`src/rtl/jt49_bus_master.sv`:
```
// Bus master that sequences register reads and writes to a JT49/AY-3-8910 PSG bus.
// Optional address caching is enabled with the macro JT49_ADDR_CACHE_EN.
`timescale 1ns/1ps

module jt49_bus_master #(
    parameter int         HOLD      = 2,
    parameter logic [3:0] CHIP_ADDR = 4'h0
) (
    input  logic       clk,
    input  logic       rst_n,
    input  logic       req,
    input  logic       wr,
    input  logic [3:0] addr,
    input  logic [7:0] wdata,
    output logic       busy,
    output logic       done,
    output logic [7:0] rdata,
    output logic       bdir,
    output logic       bc1,
    output logic [7:0] bus_dout,
    output logic       bus_oe,
    input  logic [7:0] bus_din
);

    typedef enum logic [2:0] {IDLE, ADDR, GAP1, DATA, GAP2} state_t;

    localparam logic [3:0] RELOAD = 4'(HOLD - 1);

    state_t     state;
    logic [3:0] cnt;
    logic       wr_q;
    logic [7:0] wdata_q;
    logic       accept;
    logic       hit;

    // GAP2 may accept directly so a held req runs back-to-back without an idle cycle
    assign accept = req && ((state == IDLE) || (state == GAP2));

`ifdef JT49_ADDR_CACHE_EN
    logic       cache_valid;
    logic [3:0] cache_addr;

    assign hit = cache_valid && (cache_addr == addr);

    always_ff @(posedge clk) begin
        if (!rst_n) begin
            cache_valid <= 1'b0;
            cache_addr  <= 4'h0;
        end else if (accept) begin
            cache_valid <= 1'b1;
            cache_addr  <= addr;
        end
    end
`else
    assign hit = 1'b0;
`endif

    always_ff @(posedge clk) begin
        if (!rst_n) begin
            state    <= IDLE;
            cnt      <= 4'h0;
            wr_q     <= 1'b0;
            wdata_q  <= 8'h00;
            busy     <= 1'b0;
            done     <= 1'b0;
            rdata    <= 8'h00;
            bdir     <= 1'b0;
            bc1      <= 1'b0;
            bus_dout <= 8'h00;
            bus_oe   <= 1'b0;
        end else begin
            done <= 1'b0;
            case (state)
                IDLE, GAP2: begin
                    if (accept) begin
                        wr_q    <= wr;
                        wdata_q <= wdata;
                        busy    <= 1'b1;
                        cnt     <= RELOAD;
                        if (hit) begin
                            state    <= DATA;
                            bdir     <= wr;
                            bc1      <= !wr;
                            bus_dout <= wr ? wdata : 8'h00;
                            bus_oe   <= wr;
                        end else begin
                            state    <= ADDR;
                            bdir     <= 1'b1;
                            bc1      <= 1'b1;
                            bus_dout <= {CHIP_ADDR, addr};
                            bus_oe   <= 1'b1;
                        end
                    end else begin
                        state    <= IDLE;
                        busy     <= 1'b0;
                        bdir     <= 1'b0;
                        bc1      <= 1'b0;
                        bus_dout <= 8'h00;
                        bus_oe   <= 1'b0;
                    end
                end
                ADDR: begin
                    if (cnt == 4'h0) begin
                        state    <= GAP1;
                        bdir     <= 1'b0;
                        bc1      <= 1'b0;
                        bus_dout <= 8'h00;
                        bus_oe   <= 1'b0;
                    end else begin
                        cnt <= cnt - 4'h1;
                    end
                end
                GAP1: begin
                    state    <= DATA;
                    cnt      <= RELOAD;
                    bdir     <= wr_q;
                    bc1      <= !wr_q;
                    bus_dout <= wr_q ? wdata_q : 8'h00;
                    bus_oe   <= wr_q;
                end
                DATA: begin
                    if (cnt == 4'h0) begin
                        if (!wr_q) rdata <= bus_din;
                        state    <= GAP2;
                        done     <= 1'b1;
                        bdir     <= 1'b0;
                        bc1      <= 1'b0;
                        bus_dout <= 8'h00;
                        bus_oe   <= 1'b0;
                    end else begin
                        cnt <= cnt - 4'h1;
                    end
                end
                default: state <= IDLE;
            endcase
        end
    end

endmodule

```
`config.mk`:
```
export PLATFORM = sky130hd
export DESIGN_NAME = jt49_bus_master
export DESIGN_NICKNAME = d
export VERILOG_FILES = /design/src/rtl/jt49_bus_master.sv
export SDC_FILE = /design/constraint.sdc
export NUM_CORES = 1
export LEC_CHECK = 0
export CAP_MARGIN = 20
export CORE_ASPECT_RATIO = 0.75
export CORE_MARGIN = 2
export CORE_UTILIZATION = 35
export DETAILED_ROUTE_END_ITERATION = 8
export PLACE_DENSITY_LB_ADDON = 0.15
export SYNTH_ARGS = -nofsm -noshare
export SYNTH_HDL_FRONTEND = slang
export SYNTH_SLANG_ARGS = --single-unit
```
`constraint.sdc`:
```
create_clock -name clk -period 2.56 [get_ports clk]
set_clock_uncertainty 0.15 [all_clocks]
set_input_delay 0.512 -clock clk [delete_from_list [all_inputs] [get_ports clk]]
set_output_delay 0.512 -clock clk [all_outputs]
set_load 0.05 [all_outputs]
```
==> metrics <==
Worst Hold End rdata[4]$_SDFFE_PN0P_; Final Cycle Share 83.0%; Die Width 79.5 um; clk root buf clkbuf_8; Hold Buf Count CTS 0; initial antenna violation count 0; Worst Tran Pin Value 496 ps; final setup fails 0; Pwr Density 747 nW/um^2; fin. max-slew vios 0; vias in the first global route 1273; I/O pins 45; nets@finish 235; layout cells sized above 1 7.66%; Post-synth ARST share 0%; Max-slew headroom 66.8%; diodes inserted 0; Detailed Routing Iterations Pass 1 4; maximum fanout along the worst path 3; hpwl dp 2400 um; reg2reg start cnt[0]$_SDFFE_PN0P_; flop2flop setup slack 520 ps; most frequent cells in the layout clkdlybuf4s50_1, dfxtp_1, nand2_1, a21oi_1, nor2_1; syn nets 192; Syn-to-layout area delta 37.1%; Cell Area, Synth 1500 sq um; Max Fclk 471 MHz; critical path class flop to output pin; Syn Inst Count 166; CTS sink cnt 36; clock latency on the worst-skew pair 290 ps; clock buffer depth 2; Num CTS Buffers 5; CP top delay family buffers and inverters; Final Hold Viols 0; Tmin final 2120 ps; PortBufs 44; largest stage delay on the critical path 810 ps; Worst Path Arrival 1460 ps; Placer Congestion 0.838; crit path launch type flop; die area 4820 sq um; via count 1332; Max Cap Violations 0; Pleak 0.731 nW; crit path capture type output pin; post-CTS sizing 0; Worst EP required 1900 ps; dpl ws 503 ps; vias per cell 5.05; first-pass GRT wire length 5800 um; number of fill cells 374; clock tree from TritonCTS yes; Total Neg Setup Slack 0 ps; Final WS setup 436 ps; setup bufs post-CTS 0; largest net degree at the start of global routing 27; total track usage 15.9%; gr ovfl total 0; Worst Reg-to-Reg Cells 5; number of cells on the critical path 1; Worst R2R End bus_oe$_SDFFE_PN0P_; type of the most critical hold path flop to flop; Initial Util 36.7%; peak supply drop 0.287 mV; drc violations 0; crit path buf inv count 1; outcome finished clean; number of synthesized flops with an enable pin 0; RSZ-0062 raised after global routing false; CP max-delay cell clkdlybuf4s50_1; post-route ant nets 0; First DRT Iteration DRCs 41; Core Box Area 4080 sq um; Worst Min Path Start rdata[4]$_SDFFE_PN0P_; Hold Path Cell Cnt 2; Post-Syn Area per Cell 9.01 sq um; Yosys reg bits 36; die height 60.6 um; WL final 3500 um; Clock Pin Slew Worst Setup and Hold Paths 70 ps; YS warnings 0; DR WL/cell 13.3 um; critical-path cell list clkdlybuf4s50_1; leading cell type in the layout, fill and taps excluded clkdlybuf4s50_1; top_reg_cell synth dfxtp_1; Std-Cell Rows 20; storage element area 721 sq um; multi-input logic area 693 sq um; H-tree lvl count 2; Yosys cell types 38; sequential share of the synthesized area 48.2%
cell families after synthesis:
group	after synthesis	share of synthesized area [%]
simple gates	68	23.2
flops	36	48.2
compound gates	35	15.6
buf+inv	16	5.44
mux	8	5.36
fa+ha+maj	2	1.67
xor+xnor	1	0.586
per-stage QoR:
step	hold WS [ps]	power, W	util [%]	cells	cell area, sq um
floorplan	286	0.00102	-	166	1500
global placement	293	0.00115	48.3	257	1970
detailed placement	297	0.00116	48.3	257	1970
CTS	311	0.00154	50.2	264	2050
global route	327	0.00161	50.2	264	2050
finish	308	0.00153	50.2	264	2050
report_power, final:
group          switching, W  internal, W
clock network      0.000192     0.000185
logic              0.000281     0.000190
registers         0.0000627     0.000620
sequential cells by signal (all words and copies together), names as in the netlist:
signal / count
rdata: 8
done: 1
busy: 1
cnt: 4
bus_dout: 8
bc1: 1
bus_oe: 1
wdata_q: 8
state: 3
wr_q: 1
worst max-delay path by stage:
stage / from / endpoint
floorplan: cnt[0]$_SDFFE_PN0P_ / rdata[0]$_SDFFE_PN0P_
CTS: bus_oe$_SDFFE_PN0P_ / bdir
detailed placement: req / bc1$_SDFFE_PN0P_
global route: bus_oe$_SDFFE_PN0P_ / bdir
global placement: req / bc1$_SDFFE_PN0P_
finish: bus_oe$_SDFFE_PN0P_ / bdir
metal layers:
| layer | routed length [um] | GRT usage, % | vias to the layer above |
|---|---|---|---|
| met5 | 0 | 0 | - |
| met4 | 49 | 7.39 | 0 |
| met3 | 174 | 4.61 | 5 |
| met2 | 1560 | 23.5 | 36 |
| met1 | 1710 | 21.7 | 624 |
| li1 | - | - | 667 |
cell usage after synthesis, types with 3 or more instances:
master,n,area share [%]
dfxtp_1,36,48
nand2_1,35,8.8
a21oi_1,15,5.0
nor2_1,9,2.3
mux2i_1,8,5.4
nand3_1,6,2.0
buf_2,5,1.7
clkbuf_1,5,1.3
a22oi_1,4,2.0
a32oi_1,4,2.3
nand2b_1,3,1.3
layout make-up:
cell class / instances / share of cell area, %
clock inverters: 1 / 0.244
multi-input cells: 114 / 33.8
flip-flops and latches: 36 / 35.2
well taps: 55 / 3.36
inverters: 3 / 0.549
repair buffers: 49 / 23.3
clock buffers: 6 / 3.54
(Power assumes the default switching activity.)
